`src/rtl/round_sequencer_if.sv`:
```
`default_nettype none
// ============================================================================
//  Module      : round_sequencer_if
//  Description : Control bundle between the round sequencer and the
//                matrix-encoder datapath / host. The master side is the
//                sequencer; the slave side is the datapath plus host.
//  Revision    : 1.0  initial release
// ============================================================================
interface round_sequencer_if #(
  parameter int ADDR_W = 6
);
  // host request / stage completion flags
  logic              start;
  logic              abort;
  logic              done1;
  logic              done2;
  logic              done3;
  logic              done4;
  logic              done5;
  // memory and datapath control
  logic [ADDR_W-1:0] mem_addr;
  logic              inreg_en;
  logic              wr_en;
  logic              cnt_rst_24;
  logic              cnt_en_24;
  logic              colParity_en;
  logic              rotate_en;
  logic              permute_en;
  logic              revalute_en;
  logic              addRC_en;
  // status
  logic [4:0]        round;
  logic              busy;
  logic              done;
  logic              err;

  modport master (
    input  start, abort, done1, done2, done3, done4, done5,
    output mem_addr, inreg_en, wr_en, cnt_rst_24, cnt_en_24,
           colParity_en, rotate_en, permute_en, revalute_en, addRC_en,
           round, busy, done, err
  );

  modport slave (
    output start, abort, done1, done2, done3, done4, done5,
    input  mem_addr, inreg_en, wr_en, cnt_rst_24, cnt_en_24,
           colParity_en, rotate_en, permute_en, revalute_en, addRC_en,
           round, busy, done, err
  );
endinterface
`default_nettype wire

```
`src/rtl/round_sequencer.sv`:
```
`default_nettype none
// ============================================================================
//  Module      : round_sequencer
//  Description : Top-level FSM for the matrix-encoder datapath. Loads
//                NUM_LINES lines, runs NUM_ROUNDS rounds of
//                colParity -> rotate -> permute -> revaluate -> addRC with a
//                start-pulse / done-flag handshake per stage, then writes
//                NUM_LINES result lines back out.
//  Revision    : 1.0  initial release
// ============================================================================
module round_sequencer #(
  parameter int NUM_ROUNDS = 24,
  parameter int NUM_LINES  = 64,
  parameter int TIMEOUT    = 1023,
  parameter int SKIP_REVAL = 0
) (
  input  logic               clk,
  input  logic               rst,
  round_sequencer_if.master  bus
);

  localparam int ADDR_W = (NUM_LINES > 1) ? $clog2(NUM_LINES) : 1;
  localparam int TMO_W  = (TIMEOUT > 1) ? $clog2(TIMEOUT + 1) : 1;

  localparam logic [ADDR_W-1:0] c_last_line  = ADDR_W'(NUM_LINES - 1);
  localparam logic [4:0]        c_last_round = 5'(NUM_ROUNDS - 1);
  // The counter value seen in the last cycle a stage may still complete.
  localparam logic [TMO_W-1:0]  c_tmo_last   = TMO_W'(TIMEOUT - 1);

  typedef enum logic [3:0] {
    S_IDLE    = 4'd0,
    S_LOAD    = 4'd1,
    S_COLP    = 4'd2,
    S_ROT     = 4'd3,
    S_PERM    = 4'd4,
    S_REVAL   = 4'd5,
    S_ADDRC   = 4'd6,
    S_RND_END = 4'd7,
    S_WRITE   = 4'd8,
    S_DONE    = 4'd9,
    S_ERR     = 4'd10
  } state_t;

  // registered state
  state_t            r_state;
  logic [ADDR_W-1:0] r_line;
  logic [4:0]        r_round;
  logic [TMO_W-1:0]  r_tmo;
  logic              r_err;

  // next-state values
  state_t            w_state_nxt;
  logic [ADDR_W-1:0] w_line_nxt;
  logic [4:0]        w_round_nxt;
  logic [TMO_W-1:0]  w_tmo_nxt;
  logic              w_err_nxt;

  // stage handshake helpers
  state_t            w_after_perm;
  state_t            w_stage_next;
  logic              w_in_stage;
  logic              w_stage_done;
  logic              w_first;

  // combinational outputs
  logic              w_inreg_en;
  logic              w_wr_en;
  logic              w_cnt_rst;
  logic              w_cnt_en;
  logic              w_colp_en;
  logic              w_rot_en;
  logic              w_perm_en;
  logic              w_reval_en;
  logic              w_addrc_en;
  logic              w_done;

  // The revaluate stage is either part of the round or skipped entirely.
  generate
    if (SKIP_REVAL != 0) begin : g_skip_reval
      assign w_after_perm = S_ADDRC;
    end else begin : g_with_reval
      assign w_after_perm = S_REVAL;
    end
  endgenerate

  // The timeout counter is cleared on every state entry, so a zero count
  // marks the first cycle of a stage: pulse the start, ignore done.
  assign w_first = (r_tmo == '0);

  // Next-state, counter and output decode; abort overrides everything last.
  always_comb begin
    w_state_nxt  = r_state;
    w_line_nxt   = r_line;
    w_round_nxt  = r_round;
    w_tmo_nxt    = '0;
    w_err_nxt    = r_err;
    w_inreg_en   = 1'b0;
    w_wr_en      = 1'b0;
    w_cnt_rst    = 1'b0;
    w_cnt_en     = 1'b0;
    w_colp_en    = 1'b0;
    w_rot_en     = 1'b0;
    w_perm_en    = 1'b0;
    w_reval_en   = 1'b0;
    w_addrc_en   = 1'b0;
    w_done       = 1'b0;
    w_in_stage   = 1'b0;
    w_stage_done = 1'b0;
    w_stage_next = S_IDLE;

    case (r_state)
      S_IDLE, S_ERR: begin
        if (bus.start) begin
          w_cnt_rst   = 1'b1;
          w_err_nxt   = 1'b0;
          w_round_nxt = '0;
          w_line_nxt  = '0;
          w_state_nxt = S_LOAD;
        end
      end
      S_LOAD: begin
        w_inreg_en = 1'b1;
        if (r_line == c_last_line) begin
          w_line_nxt  = '0;
          w_state_nxt = S_COLP;
        end else begin
          w_line_nxt = r_line + ADDR_W'(1);
        end
      end
      S_COLP: begin
        w_in_stage   = 1'b1;
        w_colp_en    = w_first;
        w_stage_done = bus.done1;
        w_stage_next = S_ROT;
      end
      S_ROT: begin
        w_in_stage   = 1'b1;
        w_rot_en     = w_first;
        w_stage_done = bus.done2;
        w_stage_next = S_PERM;
      end
      S_PERM: begin
        w_in_stage   = 1'b1;
        w_perm_en    = w_first;
        w_stage_done = bus.done3;
        w_stage_next = w_after_perm;
      end
      S_REVAL: begin
        w_in_stage   = 1'b1;
        w_reval_en   = w_first;
        w_stage_done = bus.done4;
        w_stage_next = S_ADDRC;
      end
      S_ADDRC: begin
        w_in_stage   = 1'b1;
        w_addrc_en   = w_first;
        w_stage_done = bus.done5;
        w_stage_next = S_RND_END;
      end
      S_RND_END: begin
        w_cnt_en = 1'b1;
        if (r_round == c_last_round) begin
          w_line_nxt  = '0;
          w_state_nxt = S_WRITE;
        end else begin
          w_round_nxt = r_round + 5'd1;
          w_state_nxt = S_COLP;
        end
      end
      S_WRITE: begin
        w_wr_en = 1'b1;
        if (r_line == c_last_line) begin
          w_line_nxt  = '0;
          w_state_nxt = S_DONE;
        end else begin
          w_line_nxt = r_line + ADDR_W'(1);
        end
      end
      S_DONE: begin
        w_done      = 1'b1;
        w_state_nxt = S_IDLE;
      end
      default: begin
        w_state_nxt = S_IDLE;
      end
    endcase

    // Common stage handshake: done wins over timeout in the same cycle.
    if (w_in_stage) begin
      if (!w_first && w_stage_done) begin
        w_state_nxt = w_stage_next;
      end else if (r_tmo == c_tmo_last) begin
        w_state_nxt = S_ERR;
        w_err_nxt   = 1'b1;
      end else begin
        w_tmo_nxt = r_tmo + TMO_W'(1);
      end
    end

    // Abort kills all enables in the abort cycle itself and keeps round/err.
    if (bus.abort) begin
      w_state_nxt = S_IDLE;
      w_line_nxt  = '0;
      w_round_nxt = r_round;
      w_tmo_nxt   = '0;
      w_err_nxt   = r_err;
      w_inreg_en  = 1'b0;
      w_wr_en     = 1'b0;
      w_cnt_rst   = 1'b0;
      w_cnt_en    = 1'b0;
      w_colp_en   = 1'b0;
      w_rot_en    = 1'b0;
      w_perm_en   = 1'b0;
      w_reval_en  = 1'b0;
      w_addrc_en  = 1'b0;
      w_done      = 1'b0;
    end
  end

  // State and counter registers with synchronous reset.
  always_ff @(posedge clk) begin
    if (rst) begin
      r_state <= S_IDLE;
      r_line  <= '0;
      r_round <= '0;
      r_tmo   <= '0;
      r_err   <= 1'b0;
    end else begin
      r_state <= w_state_nxt;
      r_line  <= w_line_nxt;
      r_round <= w_round_nxt;
      r_tmo   <= w_tmo_nxt;
      r_err   <= w_err_nxt;
    end
  end

  // Address is only meaningful while streaming lines in or out.
  assign bus.mem_addr     = (r_state == S_LOAD || r_state == S_WRITE) ? r_line : '0;
  assign bus.inreg_en     = w_inreg_en;
  assign bus.wr_en        = w_wr_en;
  assign bus.cnt_rst_24   = w_cnt_rst;
  assign bus.cnt_en_24    = w_cnt_en;
  assign bus.colParity_en = w_colp_en;
  assign bus.rotate_en    = w_rot_en;
  assign bus.permute_en   = w_perm_en;
  assign bus.revalute_en  = w_reval_en;
  assign bus.addRC_en     = w_addrc_en;
  assign bus.round        = r_round;
  assign bus.busy         = !(r_state == S_IDLE || r_state == S_DONE || r_state == S_ERR);
  assign bus.done         = w_done;
  assign bus.err          = r_err;

endmodule
`default_nettype wire
```
`src/flat_wrapper.sv`:
```
// flat-port wrapper written by rule: the top's interface ports become plain ports
module round_sequencer_flat 
#(
  parameter int NUM_ROUNDS = 24,
  parameter int NUM_LINES  = 64,
  parameter int TIMEOUT    = 1023,
  parameter int SKIP_REVAL = 0
)
  (clk, rst, bus_start, bus_abort, bus_done1, bus_done2, bus_done3, bus_done4, bus_done5, bus_mem_addr, bus_inreg_en, bus_wr_en, bus_cnt_rst_24, bus_cnt_en_24, bus_colParity_en, bus_rotate_en, bus_permute_en, bus_revalute_en, bus_addRC_en, bus_round, bus_busy, bus_done, bus_err);
  round_sequencer_if bus_i ();
  input  logic clk;
  input  logic rst;
  input wire logic [$bits(bus_i.start)-1:0] bus_start;
  input wire logic [$bits(bus_i.abort)-1:0] bus_abort;
  input wire logic [$bits(bus_i.done1)-1:0] bus_done1;
  input wire logic [$bits(bus_i.done2)-1:0] bus_done2;
  input wire logic [$bits(bus_i.done3)-1:0] bus_done3;
  input wire logic [$bits(bus_i.done4)-1:0] bus_done4;
  input wire logic [$bits(bus_i.done5)-1:0] bus_done5;
  output wire logic [$bits(bus_i.mem_addr)-1:0] bus_mem_addr;
  output wire logic [$bits(bus_i.inreg_en)-1:0] bus_inreg_en;
  output wire logic [$bits(bus_i.wr_en)-1:0] bus_wr_en;
  output wire logic [$bits(bus_i.cnt_rst_24)-1:0] bus_cnt_rst_24;
  output wire logic [$bits(bus_i.cnt_en_24)-1:0] bus_cnt_en_24;
  output wire logic [$bits(bus_i.colParity_en)-1:0] bus_colParity_en;
  output wire logic [$bits(bus_i.rotate_en)-1:0] bus_rotate_en;
  output wire logic [$bits(bus_i.permute_en)-1:0] bus_permute_en;
  output wire logic [$bits(bus_i.revalute_en)-1:0] bus_revalute_en;
  output wire logic [$bits(bus_i.addRC_en)-1:0] bus_addRC_en;
  output wire logic [$bits(bus_i.round)-1:0] bus_round;
  output wire logic [$bits(bus_i.busy)-1:0] bus_busy;
  output wire logic [$bits(bus_i.done)-1:0] bus_done;
  output wire logic [$bits(bus_i.err)-1:0] bus_err;
  assign bus_i.start = bus_start;
  assign bus_i.abort = bus_abort;
  assign bus_i.done1 = bus_done1;
  assign bus_i.done2 = bus_done2;
  assign bus_i.done3 = bus_done3;
  assign bus_i.done4 = bus_done4;
  assign bus_i.done5 = bus_done5;
  assign bus_mem_addr = bus_i.mem_addr;
  assign bus_inreg_en = bus_i.inreg_en;
  assign bus_wr_en = bus_i.wr_en;
  assign bus_cnt_rst_24 = bus_i.cnt_rst_24;
  assign bus_cnt_en_24 = bus_i.cnt_en_24;
  assign bus_colParity_en = bus_i.colParity_en;
  assign bus_rotate_en = bus_i.rotate_en;
  assign bus_permute_en = bus_i.permute_en;
  assign bus_revalute_en = bus_i.revalute_en;
  assign bus_addRC_en = bus_i.addRC_en;
  assign bus_round = bus_i.round;
  assign bus_busy = bus_i.busy;
  assign bus_done = bus_i.done;
  assign bus_err = bus_i.err;
  round_sequencer #(.NUM_ROUNDS(NUM_ROUNDS), .NUM_LINES(NUM_LINES), .TIMEOUT(TIMEOUT), .SKIP_REVAL(SKIP_REVAL)) u_core (.clk(clk), .rst(rst), .bus(bus_i));
endmodule
```
`config.mk`:
```
export PLATFORM = sky130hd
export DESIGN_NAME = round_sequencer_flat
export DESIGN_NICKNAME = d
export VERILOG_FILES = /design/src/rtl/round_sequencer_if.sv /design/src/rtl/round_sequencer.sv /design/src/flat_wrapper.sv
export SDC_FILE = /design/constraint.sdc
export NUM_CORES = 1
export LEC_CHECK = 0
export ABC_AREA = 0
export BUFFER_PORTS_ARGS = -buffer_cell sky130_fd_sc_hd__buf_2
export CAP_MARGIN = 20
export CELL_PAD_IN_SITES_DETAIL_PLACEMENT = 1
export CELL_PAD_IN_SITES_GLOBAL_PLACEMENT = 1
export CORE_ASPECT_RATIO = 0.9
export CORE_MARGIN = 2
export CORE_UTILIZATION = 37
export DETAILED_ROUTE_END_ITERATION = 16
export PLACE_DENSITY = 0.75
export SKIP_LAST_GASP = 1
export SYNTH_ARGS = -nofsm -noshare
export SYNTH_HDL_FRONTEND = slang
export SYNTH_SLANG_ARGS = --single-unit
```
`constraint.sdc`:
```
create_clock -name clk -period 1.6 [get_ports clk]
set_input_delay 0.16 -clock clk [delete_from_list [all_inputs] [get_ports clk]]
set_output_delay 0.16 -clock clk [all_outputs]
set_load 0.02 [all_outputs]
```
; After elaboration in Yosys (flattened, before gate mapping)
; Index checks and enable logic that the tools add are counted.
[classes]
add_sub_neg = 3
n_eq_ne = 16
mux = 45
bitwise = 2
reduce_logical = 17
[op_table]
columns = operator, count
row1 = $mux W4, 7
row2 = $mux W1, 27
row3 = $mux W6, 4
row4 = $pmux W4 S5, 1
row5 = $pmux W6 S3, 1
row6 = $eq A4 B3 Y1 const B, 4
row7 = $pmux W3 S5, 1
row8 = $eq A4 B4 Y1 const B, 3
row9 = $add A10 B1 Y10 const B, 1
row10 = $eq A10 B10 Y1 const B, 1
row11 = $logic_not A10 Y1, 1
row12 = $mux W5, 2
row13 = $pmux W5 S2, 1
row14 = $reduce_or A5 Y1, 2
row15 = $eq A4 B2 Y1 const B, 2
row16 = $add A6 B1 Y6 const B, 1
row17 = $eq A6 B6 Y1 const B, 1
row18 = $reduce_or A2 Y1, 3
row19 = $add A5 B1 Y5 const B, 1
row20 = $eq A5 B5 Y1 const B, 1
row21 = $pmux W1 S5, 1
row22 = $eq A4 B1 Y1 const B, 1
row23 = $logic_not A4 Y1, 1
row24 = $ne A2 B2 Y1 const B, 2
row25 = other kinds (9), 13
[word_totals]
ff_bits = 26
input_bits = 9
output_inout_bits = 23
elab_cells = 88

; Depth between registers and ports, before layout
; Gate-level depths: netlist (run 1).
[logic_depth]
word_depth = 6
ltp_mapped = 7
ltp_nobuf = 7

; Worst setup path before layout (run 1)
; OpenSTA, ideal clock, no wires.
[synth_timing]
path_kind = flip-flop to output port
startpoint = register u_core.r_tmo[4]
endpoint = output bus_revalute_en
arrival_time_ns = 1.602
t_required_ns = 1.440
slack_ns = -0.162
path_stages_with_launch = 5
n_path_buf = 0
cell_sequence = dfxtp_1 -> nor4_2 -> nand4b_2 -> or4_4 -> nor2_1
[synth_via]
elab_chain_cells = 3
[synth_lines]
columns = element, line_no
row1 = from (decl), round_sequencer.sv:48  ; logic [TMO_W-1:0] r_tmo;
row2 = from (signal assigned), round_sequencer.sv:232  ; r_tmo <= w_tmo_nxt;
row3 = $logic_not A10 Y1, round_sequencer.sv:88  ; assign w_first = (r_tmo == '0);
row4 = $mux W1, round_sequencer.sv:111  ; case (r_state)
row5 = $mux W1, round_sequencer.sv:201  ; if (bus.abort) begin
row6 = to (decl), flat_wrapper.sv:28  ; output wire logic [$bits(bus_i.revalute_en)-1:0] bus_revalute_en;
; Every way passes these cells.

; Worst setup path in the final report (run 1)
[layout_timing]
startpoint = register u_core.r_tmo[4]
endpoint = output bus_permute_en
[layout_via]
elab_chain_cells = 3
[layout_lines]
columns = element, line_no
row1 = $logic_not A10 Y1, round_sequencer.sv:88
row2 = $mux W1, round_sequencer.sv:111
row3 = $mux W1, round_sequencer.sv:201
row4 = to (decl), flat_wrapper.sv:27  ; output wire logic [$bits(bus_i.permute_en)-1:0] bus_permute_en;
; Every way passes these cells.

==> reports/results.tsv, run 1 <==
metric	value	unit
result of the run	complete, but fails checks	
violated checks	negative setup slack	
Worst Hold Slack	0.144	ns
number of sinks on the clock net	26	
worst hold-check path type	primary input to register	
clock skew	0.00686	ns
total congestion overflow after global routing	0	
maximum clock frequency	0.493	GHz
fraction of synthesized cell area taken by the top area cell type	28.5	%
ANT cells	0	
number of iterations in the first detailed-routing pass	4	
Yosys reg bits	26	
pin count of the biggest net entering global routing	16	
initial standard-cell utilization of the core	38.0	%
Async SR Flop Fraction	0	%
peak ir drop on the vdd network	0.415	mV
number of global-route vias before repair	2336	
leading cell type by number of instances after synthesis	nor2_1	
total power of the final layout	1.43	mW
placed cell area	2480	um2
data arrival time of the worst path	1.87	ns
Chip Width	78.1	um
number of vias per cell	5.74	
leakage dissipation	1.26	nW
Site Rows	24	
height of the die	70.7	um
share of post-route cells with drive strength above 1	60.1	%
fill cell total of the finished layout	533	
nets in the synthesized netlist	237	
accumulated negative setup slack	-4.02	ns
Layout Nets	338	
global-route wire length before repair	11800	um
share of the clock period used by the worst path	127	%
CTS HTree Levels	1	
number of vias in the routed layout	2226	
post-synthesis cell type with the largest combined area	dfxtp_1	
core area	4800	um2
routed length per instance	24.2	um
Final Core Density	66.9	%
RSZ-0062 raised after global routing	yes	
Synth Cell Area	1830	um2
EDFF count, synth	0	
number of hold violations in the final report	0	
number of CTS-inserted buffers	3	
area used by sequential logic in the layout	541	um2
total of buffers placed on input and output ports	31	
Final setup violation count	41	
number of DRC violations after detailed routing	0	
DRC violation total after the first TritonRoute iteration	119	
Relative slew margins	69.9	%
pwr dens	445	nW/um2
top cells by count, synth	nor2_1 (36), dfxtp_1 (26), nand2_1 (19), and3_1 (16)	
Final Instance Area	3210	um2
top area cells in the synthesized netlist	dfxtp_1 (28%), nor2_1 (7.4%), and3_1 (5.5%)	
Final Wtd Congestion	0.814	
min cycle time layout	2.03	ns
class of the most critical setup path	register to output pin	
Die Footprint	5520	um2
Seq/Total Area, Yosys	28.5	%
CTS tree	yes	
Syn. warnings	0	
Post-Syn Instances	223	
slew at the pin with the worst max-slew slack	0.452	ns
Max Transition Viols Final	0	
GRT Total Usage	27.6	%
Routed Antenna Nets	0	
buffer cell driving the clock tree root	clkbuf_8	
most common flop cell mapped by yosys	dfxtp_1	
clock latency reported for the late side of the worst-skew pair	0.29	ns
post-DP HPWL	4410	um
data required time of the critical path	1.44	ns
Area growth, synth to finish	75.9	%
Worst Setup Slack, final	-0.427	ns
worst-case clock buffer depth	2	
Maximum Capacitance Violations	0	
number of antenna violations at the first check in global routing	0	
Multi-input gate area	1600	um2
Mapped Avg Cell Area	8.19	um2
library cells used by synthesis	62	
Setup crit end kind	output pin	
aggregate routed wire length	9410	um
post-CTS clock slew at the launch and capture registers of the worst setup and hold paths	0.10	ns
maximum fanout count along the critical path	3	
kind of start point of the critical path	register	
top-level I/O count	32	
-- metal layers --
layer	global-route usage (%)	share of wire, %	up-vias
li1	-	-	994
met1	29.4	42	1124
met2	52.5	51	80
met3	5.10	3.9	28
met4	13.1	3.4	0
met5	0	0	-
-- registers in the layout, summed over array words and instances, names as in the netlist --
register and flops:
u_core.r_line 6, u_core.r_tmo 10, u_core.bus.round 5, u_core.bus.err 1, u_core.r_state 4
-- critical path, cell delays in order, from the launching register on --
cell and delay [ns]:
dfxtp_4 0.36, nor4_4 0.30, nand4b_4 0.13, or4_4 0.49, nor3_4 0.16, buf_6 0.14
-- repair_timing --
item | CTS | global route
resized for setup | 74 | 52
hold buffers | 0 | 0
buffers inserted | 13 | 9
gates cloned | 1 | 1
endpoints found under the setup margin | 43 | 43
pin swaps | 16 | 26
-- layout make-up --
class | instances | share of cell area (%)
multi-input combinational | 177 | 49.9
timing repair buffer | 107 | 27.5
sequential | 26 | 16.8
tap | 65 | 2.53
clock buffer | 3 | 1.29
inverter | 9 | 1.05
clock inverter | 1 | 0.935
-- where the power goes --
| part | internal (mW) | switching (mW) |
|---|---|---|
| logic | 0.0918 | 0.122 |
| registers | 0.641 | 0.00455 |
| clock network | 0.336 | 0.235 |
-- layout by cell type (no fill, tap or decap), types with 3 or more instances in the layout --
cell type	instances
buf_4	63
nor2_1	25
buf_6	25
dfxtp_1	20
nand2_1	16
buf_2	16
and3_4	11
inv_1	8
xnor2_1	7
nor3_2	6
nor2_2	6
and3_1	6
nand3b_1	6
nor2_4	5
nand3_1	5
a21oi_2	5
dfxtp_4	5
nor4_4	4
nor3_4	4
xor2_1	4
nand2_2	4
a21oi_1	4
nor2b_4	3
ha_1	3
clkbuf_8	3
-- per-stage QoR --
step,instances,setup slack (ns)
final,388,-0.427
after global routing,388,-0.513
after CTS,379,-0.434
after detailed placement,362,-0.175
after global placement,362,-0.127
after floorplan,223,-0.0838
-- worst paths after layout --
check,startpoint,to,slack [ns],cells past startpoint
worst max-delay path,u_core.r_tmo[4],bus_permute_en,-0.43,5
worst min-delay path,rst,u_core.bus.round[0],0.14,2
worst max register to register,u_core.r_state[0],u_core.bus.round[1],-0.21,7
worst min register to register,u_core.bus.err,u_core.bus.err,0.49,2
-- kinds of logic after synthesis --
group	synth area share (%)
adder cells (fa/ha/maj)	3.42
flip-flops	28.5
AND/OR/NAND/NOR	39.7
buffers and inverters	5.34
XOR/XNOR	7.67
AO/OA/AOI/OAI	14.2
multiplexers	1.10
Note: power is estimated with default switching activity, not from simulation.
==> inputs of run 2 (changes only) <==
- SKIP_LAST_GASP: 1 -> default
==> run 2 against run 1 <==
Compared with the run above:
- the run still ends with negative setup slack left
- non-clock buffer count is 8 higher
- sequential power is essentially flat
- critical path depth increased by 1
- highest routed layer unchanged
- clock skew decreased by 0.0018 ns
- first-iteration DRC count rose by 6.7%
- via count grew 5.4%
- die area did not move
- final area is 5.1% higher
- final cell count increased by 2.1%
==> reports/results.tsv, run 2 (same netlist as run 1, synthesis figures left out) <==
metric	value	unit
RSZ-0062 raised after global routing	yes	
Routed Antenna Nets	0	
routed length per instance	25.9	um
number of sinks on the clock net	26	
number of iterations in the first detailed-routing pass	4	
number of CTS-inserted buffers	3	
min cycle time layout	2.19	ns
Worst Setup Slack, final	-0.592	ns
maximum fanout count along the critical path	3	
violated checks	negative setup slack	
CP delay by family, top	simple AND/OR/NAND/NOR gates	
biggest cell delay along the critical path	0.49	ns
end point of the worst hold path	u_core.bus.round[0]	
number of vias in the routed layout	2346	
clock latency reported for the late side of the worst-skew pair	0.29	ns
CTS tree	yes	
cell-by-cell listing of the critical path	nor3_1, buf_4, nand4b_4, or4_4, nor3_4, buf_6	
Final Wtd Congestion	0.814	
Site Rows	24	
share of the clock period used by the worst path	137	%
fill cell total of the finished layout	512	
data arrival time of the worst path	2.03	ns
post-CTS clock slew at the launch and capture registers of the worst setup and hold paths	0.10	ns
number of hold violations in the final report	0	
pin count of the biggest net entering global routing	16	
global-route wire length before repair	11900	um
critical register-to-register path startpoint	u_core.r_tmo[3]	
initial standard-cell utilization of the core	38.0	%
top-level I/O count	32	
result of the run	complete, but fails checks	
post-DP HPWL	4410	um
Worst Reg-to-Reg Cells	10	
Maximum Capacitance Violations	0	
share of post-route cells with drive strength above 1	62.5	%
total congestion overflow after global routing	0	
pwr dens	426	nW/um2
min-delay src	rst	
aggregate routed wire length	10300	um
# placed instances	362	
buffer cell driving the clock tree root	clkbuf_8	
final std cells w/o fill	396	
core area	4800	um2
Area growth, synth to finish	84.9	%
total of buffers placed on input and output ports	31	
most frequent standard cell in the layout excluding fill and tap cells	buf_4	
Critical-path top delay cell	or4_4	
total buffers and inverters traversed by the critical path	2	
slew at the pin with the worst max-slew slack	0.497	ns
Relative slew margins	66.7	%
worst flop-to-flop path endpoint	u_core.r_tmo[7]	
largest register by flop count	u_core.r_tmo	
Hold Crit Depth	2	
commonest non-fill, non-tap cells in the layout	buf_4 (62), buf_6 (36), nor2_1 (23)	
Final setup violation count	41	
data required time of the critical path	1.44	ns
worst slack after detailed placement	-0.175	ns
Setup crit end kind	output pin	
total power of the final layout	1.44	mW
GRT Total Usage	27.4	%
worst hold-check path type	primary input to register	
class of the most critical setup path	register to output pin	
number of DRC violations after detailed routing	0	
peak ir drop on the vdd network	0.548	mV
Chip Width	78.1	um
DRC violation total after the first TritonRoute iteration	127	
leakage dissipation	1.34	nW
number of vias per cell	5.92	
accumulated negative setup slack	-8.06	ns
maximum clock frequency	0.456	GHz
Layout Nets	346	
height of the die	70.7	um
worst-case clock buffer depth	2	
CTS HTree Levels	1	
ANT cells	0	
number of antenna violations at the first check in global routing	0	
kind of start point of the critical path	register	
setup slack on the worst flop-to-flop path	-0.27	ns
clock skew	0.00509	ns
Largest register FFs	10	
number of global-route vias before repair	2290	
Max Transition Viols Final	0	
Die Footprint	5520	um2
run 2: worst register-to-register path, stage by stage (launching register included):
cell and delay (ns):
dfxtp_1 0.34, nor3_1 0.28, buf_4 0.19, nand4b_4 0.12, buf_4 0.16, buf_6 0.12, o31ai_4 0.05, buf_6 0.18
buf_12 0.11, nand3_4 0.10, nor2_1 0.16
run 2: per-stage QoR:
step                      hold WS, ns  cell area (um2)  util [%]
after CTS                       0.122             2930      61.0
after global placement          0.425             2480      51.5
after floorplan                 0.232             1870         -
final                           0.139             3380      70.3
after detailed placement        0.423             2480      51.5
after global routing            0.146             3380      70.3
run 2: routing by layer:
| metal | vias up | global-route usage (%) | wire (um) |
|---|---|---|---|
| met4 | 0 | 10.5 | 580 |
| met5 | - | 0 | 0 |
| met1 | 1153 | 30.7 | 3680 |
| li1 | 1016 | - | - |
| met2 | 127 | 52.1 | 5350 |
| met3 | 50 | 4.21 | 647 |
run 2: timing repair:
item | 4_1_cts | 5_1_grt
endpoints found under the setup margin | 43 | 43
pin swaps | 17 | 35
setup buffers | 13 | 19
hold buffers | 0 | 0
cloned | 1 | 1
gates resized for setup | 78 | 77
run 2: layout make-up:
| class | instances | area (um2) | share of cell area (%) |
|---|---|---|---|
| multi-input combinational | 177 | 1650 | 48.9 |
| clock buffer | 3 | 41.3 | 1.22 |
| clock inverter | 1 | 30.0 | 0.889 |
| inverter | 9 | 33.8 | 1.00 |
| timing repair buffer | 115 | 996 | 29.5 |
| sequential | 26 | 542 | 16.0 |
| tap | 65 | 81.3 | 2.41 |
run 2: where the power goes:
group	switching (mW)	internal [mW]	leakage, nW	total [mW]
clock network	0.250	0.336	0.0357	0.586
registers	0.00494	0.641	0.215	0.646
logic	0.119	0.0872	1.09	0.206
run 2: worst max path at each step:
stage                 startpoint                end  slack, ns  cells after the start
3_5_place_dp   u_core.r_state[1]   u_core.r_line[5]      -0.18                      6
4_1_cts          u_core.r_tmo[4]       bus_addRC_en      -0.43                      5
6_report         u_core.r_tmo[3]       bus_addRC_en      -0.59                      6
2_1_floorplan    u_core.r_tmo[4]       bus_addRC_en      -0.08                      4
5_1_grt          u_core.r_tmo[3]       bus_addRC_en      -0.68                      6
3_3_place_gp   u_core.r_state[2]  u_core.r_state[1]      -0.13                      5
